**src/rtl/rng_table_writer_if.sv**
```systemverilog
// Stream-in plus memory-write bus for rng_table_writer.
// master = the writer, slave = the seed source / memory side.
interface rng_table_writer_if #(
    parameter int ADDR_W = 16,
    parameter int DATA_W = 16
);
    logic [DATA_W-1:0] in_data;
    logic              in_valid;
    logic              in_ready;
    logic [ADDR_W-1:0] address;
    logic              wr_en;
    logic [DATA_W-1:0] mem_data_in;
    logic [DATA_W-1:0] mem_data_out;

    modport master (
        input  in_data, in_valid, mem_data_out,
        output in_ready, address, wr_en, mem_data_in
    );

    modport slave (
        output in_data, in_valid, mem_data_out,
        input  in_ready, address, wr_en, mem_data_in
    );
endinterface

```
**src/rtl/rng_table_writer.sv**
```systemverilog
// Fills DEPTH consecutive words from BASE_ADDR with streamed seed/table data.
// Optional XOR readback check of the filled table when WRITER_VERIFY_EN is defined.
module rng_table_writer #(
    parameter int                ADDR_W    = 16,
    parameter int                DATA_W    = 16,
    parameter logic [ADDR_W-1:0] BASE_ADDR = 16'h0000,
    parameter int                DEPTH     = 16
) (
    input  logic                clock,
    input  logic                reset,
    input  logic                start,
    rng_table_writer_if.master  bus,
    output logic                busy,
    output logic                done,
    output logic                error
);
`ifdef WRITER_VERIFY_EN
    typedef enum logic [1:0] {IDLE, FILL, VERIFY, DONE} state_t;
`else
    typedef enum logic [1:0] {IDLE, FILL, DONE} state_t;
`endif

    // ptr is one bit wider than the address so a full 2^ADDR_W fill is expressible
    localparam logic [ADDR_W:0] LAST = (ADDR_W+1)'(DEPTH);

    state_t          state;
    logic [ADDR_W:0] ptr;
    logic            xfer;

    assign bus.in_ready = (state == FILL) && (ptr < LAST);
    assign xfer         = bus.in_valid & bus.in_ready;

`ifdef WRITER_VERIFY_EN
    localparam int STAGES = 1;

    logic [ADDR_W:0]   rd_ptr;
    logic [DATA_W-1:0] chk;
    logic [DATA_W-1:0] rb;
    // [0]: a read address is on the bus, [1]: its data is on mem_data_out
    logic [STAGES:0]   vld_pipe;
`else
    logic unused_rdata;
    assign unused_rdata = ^bus.mem_data_out;
    assign error        = 1'b0;
`endif

    always_ff @(posedge clock) begin
        if (reset) begin
            state           <= IDLE;
            ptr             <= '0;
            bus.address     <= '0;
            bus.wr_en       <= 1'b0;
            bus.mem_data_in <= '0;
            busy            <= 1'b0;
            done            <= 1'b0;
`ifdef WRITER_VERIFY_EN
            rd_ptr          <= '0;
            chk             <= '0;
            rb              <= '0;
            vld_pipe        <= '0;
            error           <= 1'b0;
`endif
        end else begin
            done      <= 1'b0;
            bus.wr_en <= 1'b0;
            case (state)
                IDLE: begin
                    if (start) begin
                        state <= FILL;
                        ptr   <= '0;
                        busy  <= 1'b1;
`ifdef WRITER_VERIFY_EN
                        chk   <= '0;
                        rb    <= '0;
                        error <= 1'b0;
`endif
                    end
                end
                FILL: begin
                    if (xfer) begin
                        bus.wr_en       <= 1'b1;
                        bus.address     <= BASE_ADDR + ptr[ADDR_W-1:0];
                        bus.mem_data_in <= bus.in_data;
                        ptr             <= ptr + 1'b1;
`ifdef WRITER_VERIFY_EN
                        chk             <= chk ^ bus.in_data;
                        if (ptr + 1'b1 == LAST) begin
                            state    <= VERIFY;
                            rd_ptr   <= '0;
                            vld_pipe <= '0;
                        end
`else
                        if (ptr + 1'b1 == LAST) begin
                            state <= DONE;
                            busy  <= 1'b0;
                            done  <= 1'b1;
                        end
`endif
                    end
                end
`ifdef WRITER_VERIFY_EN
                VERIFY: begin
                    vld_pipe <= {vld_pipe[0], rd_ptr < LAST};
                    if (rd_ptr < LAST) begin
                        bus.address <= BASE_ADDR + rd_ptr[ADDR_W-1:0];
                        rd_ptr      <= rd_ptr + 1'b1;
                    end
                    if (vld_pipe[1])
                        rb <= rb ^ bus.mem_data_out;
                    // last read's data is on the bus: fold it in and compare in one step
                    if (vld_pipe == 2'b10 && rd_ptr == LAST) begin
                        error <= ((rb ^ bus.mem_data_out) != chk);
                        state <= DONE;
                        busy  <= 1'b0;
                        done  <= 1'b1;
                    end
                end
`endif
                DONE:    state <= IDLE;
                default: state <= IDLE;
            endcase
        end
    end
endmodule

```
**src/flat_wrapper.sv**
```systemverilog
// flat-port wrapper written by rule: the top's interface ports become plain ports
module rng_table_writer_flat 
#(
    parameter int                ADDR_W    = 16,
    parameter int                DATA_W    = 16,
    parameter logic [ADDR_W-1:0] BASE_ADDR = 16'h0000,
    parameter int                DEPTH     = 16
)
  (clock, reset, start, busy, done, error, bus_in_data, bus_in_valid, bus_mem_data_out, bus_in_ready, bus_address, bus_wr_en, bus_mem_data_in);
  rng_table_writer_if #(.ADDR_W(ADDR_W), .DATA_W(DATA_W)) bus_i ();
  input  logic clock;
  input  logic reset;
  input  logic start;
  output logic busy;
  output logic done;
  output logic error;
  input wire logic [$bits(bus_i.in_data)-1:0] bus_in_data;
  input wire logic [$bits(bus_i.in_valid)-1:0] bus_in_valid;
  input wire logic [$bits(bus_i.mem_data_out)-1:0] bus_mem_data_out;
  output wire logic [$bits(bus_i.in_ready)-1:0] bus_in_ready;
  output wire logic [$bits(bus_i.address)-1:0] bus_address;
  output wire logic [$bits(bus_i.wr_en)-1:0] bus_wr_en;
  output wire logic [$bits(bus_i.mem_data_in)-1:0] bus_mem_data_in;
  assign bus_i.in_data = bus_in_data;
  assign bus_i.in_valid = bus_in_valid;
  assign bus_i.mem_data_out = bus_mem_data_out;
  assign bus_in_ready = bus_i.in_ready;
  assign bus_address = bus_i.address;
  assign bus_wr_en = bus_i.wr_en;
  assign bus_mem_data_in = bus_i.mem_data_in;
  rng_table_writer #(.ADDR_W(ADDR_W), .DATA_W(DATA_W), .BASE_ADDR(BASE_ADDR), .DEPTH(DEPTH)) u_core (.clock(clock), .reset(reset), .start(start), .bus(bus_i), .busy(busy), .done(done), .error(error));
endmodule
```
**config.mk**
```make
export PLATFORM = sky130hd
export DESIGN_NAME = rng_table_writer_flat
export DESIGN_NICKNAME = d
export VERILOG_FILES = /design/src/rtl/rng_table_writer_if.sv /design/src/rtl/rng_table_writer.sv /design/src/flat_wrapper.sv
export SDC_FILE = /design/constraint.sdc
export NUM_CORES = 1
export LEC_CHECK = 0
export BUFFER_PORTS_ARGS = -buffer_cell sky130_fd_sc_hd__buf_2
export CAP_MARGIN = 15
export CELL_PAD_IN_SITES_DETAIL_PLACEMENT = 0
export CELL_PAD_IN_SITES_GLOBAL_PLACEMENT = 2
export CORE_MARGIN = 3
export CORE_UTILIZATION = 25
export CTS_BUF_LIST = sky130_fd_sc_hd__clkbuf_8
export CTS_CLUSTER_DIAMETER = 150
export DETAILED_ROUTE_END_ITERATION = 12
export GPL_TIMING_DRIVEN = 0
export PLACE_DENSITY_LB_ADDON = 0.08
export SYNTH_ARGS = -nofsm -noshare
export SYNTH_HDL_FRONTEND = slang
export SYNTH_SLANG_ARGS = --single-unit
```
**constraint.sdc**
```tcl
create_clock -name clock -period 2 [get_ports clock]
set_clock_uncertainty 0.15 [all_clocks]
set_input_delay 0.4 -clock clock [delete_from_list [all_inputs] [get_ports clock]]
set_output_delay 0.4 -clock clock [all_outputs]
set_load 0.005 [all_outputs]
```
Word level (Yosys, flattened, before mapping)
Cells that the tools add are included.
{"block": "totals", "inputBits": 36, "wordCells": 39, "regBits": 54, "out_inout_bits": 37}
{"block": "classes", "n_lt_le_gt_ge": 1, "n_eq_ne": 5, "reduce_logical": 9, "n_addsub": 1, "muxes": 13, "n_bitwise": 3}
{"operator": "$mux 17", "n": 2}
{"operator": "$pmux 17 s2", "n": 1}
{"operator": "$add 17x1->17 const B", "n": 1}
{"operator": "$eq 17x5->1 const B", "n": 1}
{"operator": "$lt 17x5->1 const B", "n": 1}
{"operator": "$mux 2", "n": 3}
{"operator": "$reduce_and 3->1", "n": 2}
{"operator": "$mux 1", "n": 5}
{"operator": "$ne 2x2->1 const B", "n": 2}
{"operator": "$pmux 2 s2", "n": 1}
{"operator": "$reduce_and 4->1", "n": 1}
{"operator": "$reduce_or 3->1", "n": 1}
{"operator": "$eq 2x1->1 const B", "n": 1}
{"operator": "$logic_not 2->1", "n": 1}
{"operator": "$ne 2x1->1 const B", "n": 1}
{"operator": "$not 1->1", "n": 2}
{"operator": "$pmux 1 s2", "n": 1}
{"operator": "$reduce_and 2->1", "n": 1}
{"operator": "$reduce_bool 2->1", "n": 1}
{"operator": "$reduce_or 2->1", "n": 1}
{"operator": "$and 1x1->1", "n": 1}
{"operator": "$logic_and 1x1->1", "n": 1}

Depth between registers and ports, before layout
Gate-level depths: netlist of the first run.
{"block": "depth", "ltp_word": 5, "depth_mapped": 6, "depth_no_buf": 5}

Worst setup path after synthesis of the first run
OpenSTA, ideal clock, no wires.
{"block": "synth_timing", "path_type": "reg2reg", "startpoint": "register u_core.ptr[16]", "endpoint": "register u_core.bus.address[10]", "required_ps": 1735, "path_slack_ps": 398, "path_buffers": 2, "stages_incl_launch_ff": 7, "t_arrival_ps": 1337, "setup_time_ps": 115, "synth_period_minus_slack_ps": 1602, "path_cell_list": "dfxtp_1 nor4_1 and4_1 buf_4 nor2_1 buf_6 and2_1"}
{"block": "synth_between", "elab_chain_cells": 4}
{"item": "start: declaration", "line_no": "rng_table_writer.sv:27", "text": "logic [ADDR_W:0] ptr;"}
{"item": "start signal: assignment", "line_no": "rng_table_writer.sv:84", "text": "ptr <= ptr + 1'b1;"}
{"item": "$lt 17x5->1", "line_no": "rng_table_writer.sv:30", "text": "assign bus.in_ready = (state == FILL) && (ptr < LAST);"}
{"item": "$logic_and 1x1->1", "line_no": "rng_table_writer.sv:30"}
{"item": "$and 1x1->1", "line_no": "rng_table_writer.sv:31", "text": "assign xfer = bus.in_valid & bus.in_ready;"}
{"item": "$reduce_and 2->1 (no line)"}
{"item": "end signal: assignment", "line_no": "rng_table_writer.sv:82", "text": "bus.address <= BASE_ADDR + ptr[ADDR_W-1:0];"}
{"item": "end: declaration", "line_no": "rng_table_writer_if.sv:17", "text": "output in_ready, address, wr_en, mem_data_in"}
No other way between the ends.
A chain may end at the register's enable or synchronous reset.

Worst setup path after layout of the first run
{"block": "layout_timing", "startpoint": "register u_core.ptr[4]", "endpoint": "output bus_in_ready"}
{"block": "layout_between", "elab_chain_cells": 2}
{"item": "$lt 17x5->1", "line_no": "rng_table_writer.sv:30"}
{"item": "$logic_and 1x1->1", "line_no": "rng_table_writer.sv:30"}
{"item": "end: declaration", "line_no": "flat_wrapper.sv:20", "text": "output wire logic [$bits(bus_i.in_ready)-1:0] bus_in_ready;"}
No other way between the ends.

==> out/qor.csv, run 1 <==
metric,value,unit
dieArea,8960,µm²
area_delta_synth_final,27.4,%
finalWorstSetupSlack,0.125,ns
finalInstanceArea,2500,µm²
yosysMostFrequentCell,dfxtp_1,
clockRootBuffer,clkbuf_8,
cts_hold_buf,0,
gp_congestion,0.636,
status,finished clean,
grt_pass1_wl,7230,µm
gr-total-overflow,0,
drc,0,
irDropWorstVdd,0.000230,V
ys_ff_latch,54,
drive_gt1_share,30.7,%
drv_cap,0,
slew_viol_final,0,
rsz0062_at_grt,false,
dpl_cell_area,2360,µm²
antenna_found_initial,0,
die_y,94.7,µm
ys_seq_area_share,55.0,%
fmax,533,MHz
core,7450,µm²
dr.pass1.iters,2,
syn-num-nets,242,
path_clk_slew,0.09,ns
synth_cell_types,34,
layout.nets,304,
min_path_type,primary input to register,
grt_pass1_vias,1484,
synth_area,1970,µm²
synth-edff-count,0,
dp_cells,357,
synthTopCellsByArea,"dfxtp_1 (55%), nand2_1 (8.0%), and2_1 (7.6%)",
detail_route.iter0.violations,35,
via_per_inst,4.15,
pre_cts_slack,0.0274,ns
die_x,94.7,µm
ant_nets,0,
postSynthCellCount,204,
numCtsBuffers,5,
async_reset_ff_share,0,%
finalHoldViolations,0,
grt_use_total,10.5,%
cts_max_level,2,
crit_fanout,5,
wl_per_cell,12.1,µm
start_util,26.4,%
yosys-top-cells-count,"dfxtp_1 (54), nand2_1 (42), and2_1 (24), a21oi_1 (22), clkbuf_1 (5)",
worstSetupPathType,register to primary output,
vias,1518,
power.density,750,nW/µm²
clk_latency,0.31,ns
syn_area_per_cell,9.64,µm²
final.min_clock_period,1.88,ns
endpoint_kind,primary output,
ios,73,
dp_hpwl,3190,µm
cp.arrival,1.33,ns
antenna_cells,0,
io_buffers,54,
fin_tns_setup,0,ns
cts_buffer_depth,2,
grt_max_degree,17,
synth_top_area_share,55.0,%
finalNonFillerCells,366,
setup-violations-final,0,
synth_warnings,0,
period_share,93.8,%
rows,31,
netlist.top_cell.by_area,dfxtp_1,
ys.flop_type,dfxtp_1,
wirelength,4410,µm
cts_tree,done,
clock_sinks,54,
worstPathRequired,1.45,ns
power.leakage,1.06,nW
start_kind,register,
==> what timing repair did <==
item,CTS,global route
buffers inserted,0,1
pin swaps,0,1
cloned,0,0
setup endpoints to repair,1,16
gates resized for setup,1,7
==> sequential cells by signal, indices dropped and copies added, names as in the netlist <==
name and flops:
u_core.ptr 17, u_core.bus.address 16, u_core.bus.mem_data_in 16, u_core.state 2
u_core.bus.wr_en 1, u_core.busy 1, u_core.done 1
==> worst max-delay path: stages (launching register included) <==
cell and delay, ns:
dfxtp_1 0.41, nor4_1 0.27, and4_1 0.23, buf_2 0.12
==> worst paths after layout <==
kind                             start                        end  slack [ns]  cells past startpoint
max reg2reg             u_core.ptr[12]      u_core.bus.address[8]        0.21                      6
min reg2reg  u_core.bus.mem_data_in[2]  u_core.bus.mem_data_in[2]        0.30                      2
min                     bus_in_data[5]  u_core.bus.mem_data_in[5]        0.18                      3
max                      u_core.ptr[4]               bus_in_ready        0.12                      3
==> area by class of cell <==
cell class | count | area, µm²
timing repair buffer | 55 | 278
tap | 99 | 124
buffer | 13 | 90.1
multi-input combinational | 137 | 835
clock inverter | 2 | 12.5
clock buffer | 6 | 82.6
fill | 816 | 4940
sequential | 54 | 1080
==> cells by family after synthesis <==
kind of cell | Yosys count | share of synthesized area, %
buf+inv | 13 | 4.52
simple gates | 101 | 29.2
xor+xnor | 3 | 1.34
fa+ha+maj | 2 | 1.27
flops | 54 | 55.0
other cells | 1 | 0.191
compound gates | 30 | 8.53
==> layout by cell type (no fill, tap or decap), drive strengths merged <==
cell type	netlist	layout
conb	1	1
xnor2	2	2
buf	8	63
or3b	1	1
a211oi	1	1
dfxtp	54	54
nor4b	4	4
a311oi	1	1
o21ai	3	3
clkbuf	5	11
a21oi	22	22
nor3	4	4
nand4	1	1
nand2	42	42
nor3b	2	2
xor2	1	1
o31ai	2	2
a31oi	1	1
and3	1	1
and4	2	2
nor2	4	4
nand2b	3	3
nand3	3	3
nand4b	3	3
and2	24	24
nand3b	1	1
clkinv	0	1
ha	2	2
nor4	6	6
clkinvlp	0	1
==> routing by layer <==
metal  wire (µm)  GRT usage, %
met3         284          3.51
met4          70          3.61
met5           0             0
met1        2150          13.5
met2        1910          16.3
==> per-stage QoR <==
stage	power (W)	hold slack, ns	utilization [%]
CTS	0.00193	0.161	33.1
global route	0.00199	0.161	33.6
detailed placement	0.00127	0.291	31.7
finish	0.00188	0.178	33.6
global placement	0.00127	0.287	31.7
floorplan	0.00121	0.298	-
==> where the power goes <==
part | internal, W | switching, W | leakage [nW]
Clock | 0.000279 | 0.000355 | 0.0472
Combinational | 0.0000643 | 0.0000762 | 0.576
Sequential | 0.00109 | 0.0000114 | 0.437
Total | 0.00144 | 0.000443 | 1.06
(Power assumes the default switching activity.)
==> inputs of run 2 (changes only) <==
CTS_BUF_LIST = default   (was sky130_fd_sc_hd__clkbuf_8)
clock period = 1.9 ns   (was 2 ns; I/O delays follow)
==> run 2 against run 1 <==
Net effect:
- worst hold slack worse by 0.020 ns
- total power grew 5.5%
- combinational power increased by 6%
- wire length rose by 0.52%
- final cell count did not move
==> out/qor.csv, run 2 (synthesis results as in run 1) <==
metric,value,unit,change
grt_pass1_vias,1493,,+0.61%
cts_tree,done,,
cts_buffer_depth,2,,unchanged
clockRootBuffer,clkbuf_8,,
fmax,545,MHz,
cp_num_buf_inv,1,,unchanged
antenna_cells,0,,unchanged
worstPathRequired,1.37,ns,-0.08 ns
dr.pass1.iters,3,,+1
layout_commonest_cell,buf_2,,
area_delta_synth_final,28.2,%,
crit_chain,"nor4_4, and4_1, buf_2",,
grt_max_degree,17,,unchanged
p_switching,0.000469,W,+6.0%
status,finished clean,,
cts_max_level,2,,unchanged
fill_cells,812,,-0.49%
ios,73,,unchanged
die_y,94.7,µm,unchanged
final.min_clock_period,1.84,ns,
io_buffers,54,,unchanged
drive_gt1_share,33.0,%,+2.2 points
wl_per_cell,12.1,µm,+0.52%
finalInstanceArea,2520,µm²,+0.65%
die_x,94.7,µm,unchanged
gr-total-overflow,0,,unchanged
start_util,26.4,%,unchanged
setup-violations-final,0,,unchanged
dp_hpwl,3190,µm,unchanged
grt_busiest_layer,met2,,
endpoint,bus_in_ready,,
max_stage_delay,0.34,ns,-0.07 ns
via_per_inst,4.19,,+0.92%
detail_route.iter0.violations,34,,-2.9%
endpoint_kind,primary output,,
cp.depth,3,,unchanged
p_seq_share,58.7,%,about the same
slew_viol_final,0,,unchanged
met2_usage,16.6,%,+0.29 points
period_share,96.6,%,
vias,1532,,+0.92%
dieArea,8960,µm²,unchanged
startpoint,u_core.ptr[15],,
multiInputGateArea,843,µm²,+1.0%
dpl_cell_area,2360,µm²,unchanged
drv_cap,0,,unchanged
internal_power,0.00151,W,+5.4%
irDropWorstVdd,0.000242,V,+5.3%
grt.met3_usage,3.51,%,unchanged
grt_pass1_wl,7250,µm,+0.28%
fin_hold_ws,0.158,ns,-0.0201 ns
antenna_found_initial,0,,unchanged
rows,31,,unchanged
cp.arrival,1.31,ns,-0.02 ns
ff2ff_path_depth,4,,-2
clkPwrFrac,33.8,%,about the same
finalHoldViolations,0,,unchanged
clk_latency,0.31,ns,about the same
largest_reg_flops,17,,unchanged
worstSetupPathType,register to primary output,,
path_clk_slew,0.10,ns,about the same
power.leakage,1.07,nW,+0.89%
use_met1,13.4,%,-0.15 points
comb_power_share,7.5,%,about the same
most-common-layout-cells,"buf_2 (56), dfxtp_1 (47), nand2_1 (42)",,
largest_register,u_core.ptr,,
final-seq-area,1090,µm²,+0.69%
rsz0062_at_grt,true,,
layout.nets,304,,unchanged
core,7450,µm²,unchanged
largestRegisters,"u_core.ptr: 17 flops, u_core.bus.address: 16 flops, u_core.bus.mem_data_in: 16 flops",,
crit_fanout,2,,-3
reg2reg_from,u_core.ptr[16],,
clock_sinks,54,,unchanged
start_kind,register,,
grt_use_total,10.6,%,+0.083 points
min_path_type,primary input to register,,
wirelength,4440,µm,+0.52%
drc,0,,unchanged
numCtsBuffers,5,,unchanged
gp_congestion,0.636,,unchanged
cp_top_family,simple AND/OR/NAND/NOR gates,,
reg2reg_to,u_core.state[0],,
cts_hold_buf,0,,unchanged
rrSetupSlack,0.15,ns,-0.06 ns
ant_nets,0,,unchanged
crit_slowest_cell,dfxtp_2,,
switching_share,23.7,%,+0.10 points
power.density,787,nW/µm²,+4.8%
run 2: power groups by stage:
stage               Sequential [W]  Clock, W  Combinational [W]
floorplan                  0.00119         0          0.0000847
global placement           0.00119         0           0.000151
detailed placement         0.00119         0           0.000149
CTS                        0.00116  0.000718           0.000151
global route               0.00117  0.000753           0.000171
finish                     0.00116  0.000670           0.000149
run 2: per-stage QoR:
step                total power (W)  setup TNS, ns  instances  util [%]  worst slack, ns
floorplan                   0.00127              0        204         -            0.298
global placement            0.00134         -0.922        357      31.7          -0.0795
detailed placement          0.00134         -0.906        357      31.7          -0.0726
CTS                         0.00203              0        366      33.4          0.00341
global route                0.00209        -0.0358        366      33.8          -0.0358
finish                      0.00198              0        366      33.8           0.0646
run 2: how the worst min path moves through the flow:
stage | start | to | slack [ns] | depth (start not counted)
floorplan | u_core.bus.mem_data_in[0] | u_core.bus.mem_data_in[0] | 0.30 | 2
global placement | u_core.bus.mem_data_in[8] | u_core.bus.mem_data_in[8] | 0.29 | 2
detailed placement | u_core.bus.address[3] | u_core.bus.address[3] | 0.29 | 2
CTS | bus_in_data[6] | u_core.bus.mem_data_in[6] | 0.14 | 3
global route | bus_in_data[6] | u_core.bus.mem_data_in[6] | 0.14 | 3
finish | bus_in_data[5] | u_core.bus.mem_data_in[5] | 0.16 | 3
run 2: final cells by class:
class / instances / share of cell area [%]
repair buffers: 55 / 11.0
multi-input cells: 137 / 33.5
plain buffers: 13 / 3.57
well taps: 99 / 4.92
clock buffers: 6 / 3.28
clock inverters: 2 / 0.497
flip-flops and latches: 54 / 43.2
run 2: worst min-delay path, stage by stage:
cell	delay, ns
buf_2	0.09
nand2_1	0.04
a21oi_1	0.05
run 2: per-layer routing:
| metal | routed length, µm | vias to the layer above |
|---|---|---|
| li1 | - | 811 |
| met1 | 2160 | 678 |
| met2 | 1930 | 37 |
| met5 | 0 | - |
| met4 | 70 | 0 |
| met3 | 284 | 6 |
run 2: repair_timing:
action | CTS | global route
buffers inserted | 1 | 0
endpoints found under the hold margin | 0 | 0
cloned | 0 | 0
gates resized for setup | 4 | 11
setup endpoints to repair | 22 | 45
pin swaps | 1 | 3
==> inputs of run 3 (changes only) <==
--- a/config.mk
+++ b/config.mk
@@ -13,3 +13,3 @@
 export CORE_UTILIZATION = 25
-export CTS_CLUSTER_DIAMETER = 150
+export CTS_CLUSTER_DIAMETER = 60
 export DETAILED_ROUTE_END_ITERATION = 12
==> constraint.sdc (replaced) <==
create_clock -name clock -period 1.9 [get_ports clock]
set_clock_uncertainty 0.15 [all_clocks]
set_input_delay 0.19 -clock clock [delete_from_list [all_inputs] [get_ports clock]]
set_output_delay 0.19 -clock clock [all_outputs]
set_load 0.1 [all_outputs]
==> run 3 against run 2 <==
Net effect:
- final cell count is 4.4% higher
- design area increased by 7.0%
- fmax rose by 2.1%
- critical path depth unchanged
- count of clock-buffer cells in the layout decreased by 1
- register-to-register slack got worse by 0.02 ns
- wire length increased by 4.6%
- total power grew 9.5%
- worst setup slack improved by 0.038 ns
- combinational power increased by 110%
- worst hold slack got worse by 0.13 ns
- highest routed layer unchanged
==> out/qor.csv, run 3 (synthesis results as in run 1) <==
metric,value,unit,change
cts_tree,done,,
endpoint_kind,primary output,,
min_path_type,primary input to register,,
crit_chain,"nor4b_2, and4_4, buf_8",,
layout_commonest_cell,buf_2,,
most-common-layout-cells,"buf_2 (55), dfxtp_1 (51), nand2_1 (42)",,
ant_nets,0,,unchanged
irDropWorstVdd,0.000252,V,+4.0%
largestRegisters,"u_core.ptr: 17 flops, u_core.bus.address: 16 flops, u_core.bus.mem_data_in: 16 flops",,
wirelength,4640,µm,+4.6%
clk_latency,0.31,ns,about the same
cp_num_buf_inv,1,,unchanged
die_y,94.7,µm,unchanged
p_seq_share,53.6,%,-5.1 points
grt_pass1_vias,1553,,+4.0%
cp_top_family,simple AND/OR/NAND/NOR gates,,
final.min_clock_period,1.80,ns,-0.0383 ns
p_switching,0.000649,W,+38%
via_per_inst,4.16,,-0.50%
gr-total-overflow,0,,unchanged
setup-violations-final,0,,unchanged
drv_cap,0,,unchanged
path_clk_slew,0.10,ns,about the same
finalWorstSetupSlack,0.103,ns,+0.0383 ns
io_buffers,54,,unchanged
crit_slowest_cell,dfxtp_1,,
start_util,26.4,%,unchanged
largest_register,u_core.ptr,,
die_x,94.7,µm,unchanged
dp_cells,357,,unchanged
finalNonFillerCells,382,,+4.4%
layout.nets,320,,+5.3%
power.leakage,1.14,nW,+6.9%
wl_per_cell,12.2,µm,+0.24%
detail_route.iter0.violations,21,,-38%
grt_pass1_wl,7520,µm,+3.7%
clockRootBuffer,clkbuf_8,,
antenna_cells,0,,unchanged
dp_hpwl,3280,µm,+3.0%
antenna_found_initial,0,,unchanged
numCtsBuffers,5,,unchanged
grt_max_degree,20,,+3
dr.pass1.iters,4,,+1
rsz0062_at_grt,false,,
pre_cts_slack,-0.0591,ns,+0.0135 ns
core,7450,µm²,unchanged
status,finished clean,,
ios,73,,unchanged
comb_power_share,14.7,%,+7.2 points
largest_reg_flops,17,,unchanged
finalPower,0.00217,W,+9.5%
crit_fanout,6,,+4
grt_use_total,10.8,%,+0.27 points
fmax,556,MHz,+2.1%
dieArea,8960,µm²,unchanged
slew_viol_final,0,,unchanged
drive_gt1_share,30.4,%,-2.6 points
drc,0,,unchanged
cp.arrival,1.46,ns,+0.15 ns
clock_sinks,54,,unchanged
finalHoldViolations,0,,unchanged
switching_share,29.9,%,+6.2 points
power.density,805,nW/µm²,+2.3%
internal_power,0.00152,W,+0.57%
start_kind,register,,
vias,1591,,+3.9%
worstSetupPathType,register to primary output,,
period_share,94.6,%,-2.0 points
area_delta_synth_final,37.2,%,
gp_congestion,0.657,,+3.3%
worstPathRequired,1.56,ns,+0.19 ns
clkPwrFrac,31.7,%,-2.1 points
rows,31,,unchanged
max_stage_delay,0.43,ns,+0.09 ns
cts_max_level,2,,unchanged
cts_buffer_depth,2,,unchanged
-- run 3: worst paths after layout --
path	to	depth (start not counted)	startpoint	slack (ns)
setup / recovery	bus_in_ready	3	u_core.state[0]	0.10
hold / removal	u_core.bus.wr_en	3	bus_in_valid	0.02
setup reg to reg	u_core.ptr[11]	6	u_core.ptr[12]	0.13
hold reg to reg	u_core.bus.mem_data_in[14]	2	u_core.bus.mem_data_in[14]	0.30
-- run 3: layout make-up --
type	count	area (µm²)
clock inverter	3	28.8
buffer	13	90.1
clock buffer	5	68.8
timing repair buffer	71	448
sequential	54	1080
fill	802	4750
tap	99	124
multi-input combinational	137	852
-- run 3: metal layers --
| metal | GRT usage [%] | up-vias | routed length, µm |
|---|---|---|---|
| met4 | 3.25 | 0 | 63 |
| met1 | 14.1 | 704 | 2220 |
| met5 | 0 | - | 0 |
| met2 | 16.6 | 37 | 2000 |
| li1 | - | 845 | - |
| met3 | 4.06 | 5 | 354 |
-- run 3: repair_timing --
item / 4_1_cts / 5_1_grt
hold endpoints to repair: 16 / 0
setup buffers: 1 / 0
pin swaps: 1 / 0
endpoints found under the setup margin: 15 / 46
hold buffers: 16 / 0
gates resized for setup: 7 / 7
-- run 3: power groups by stage --
stage / logic (W) / registers (W) / clock network, W
finish: 0.000319 / 0.00116 / 0.000688
global route: 0.000342 / 0.00117 / 0.000782
CTS: 0.000322 / 0.00116 / 0.000732
detailed placement: 0.000290 / 0.00119 / 0
global placement: 0.000291 / 0.00119 / 0
floorplan: 0.000108 / 0.00131 / 0
-- run 3: through the flow --
step	hold WS, ns	instance area, µm²	utilization [%]	setup TNS [ns]
global placement	0.287	2360	31.7	-0.950
floorplan	0.180	1970	-	0
finish	0.0235	2700	36.2	0
CTS	0.0139	2660	35.8	-0.0115
detailed placement	0.290	2360	31.7	-0.641
global route	0.0406	2700	36.2	0
-- run 3: worst reg2reg max path, stage by stage (launching register included) --
cell and delay [ns]:
dfxtp_1 0.34, nor4b_2 0.41, and4_1 0.24, buf_4 0.16, nor3_2 0.07, buf_6 0.15, and2_1 0.15
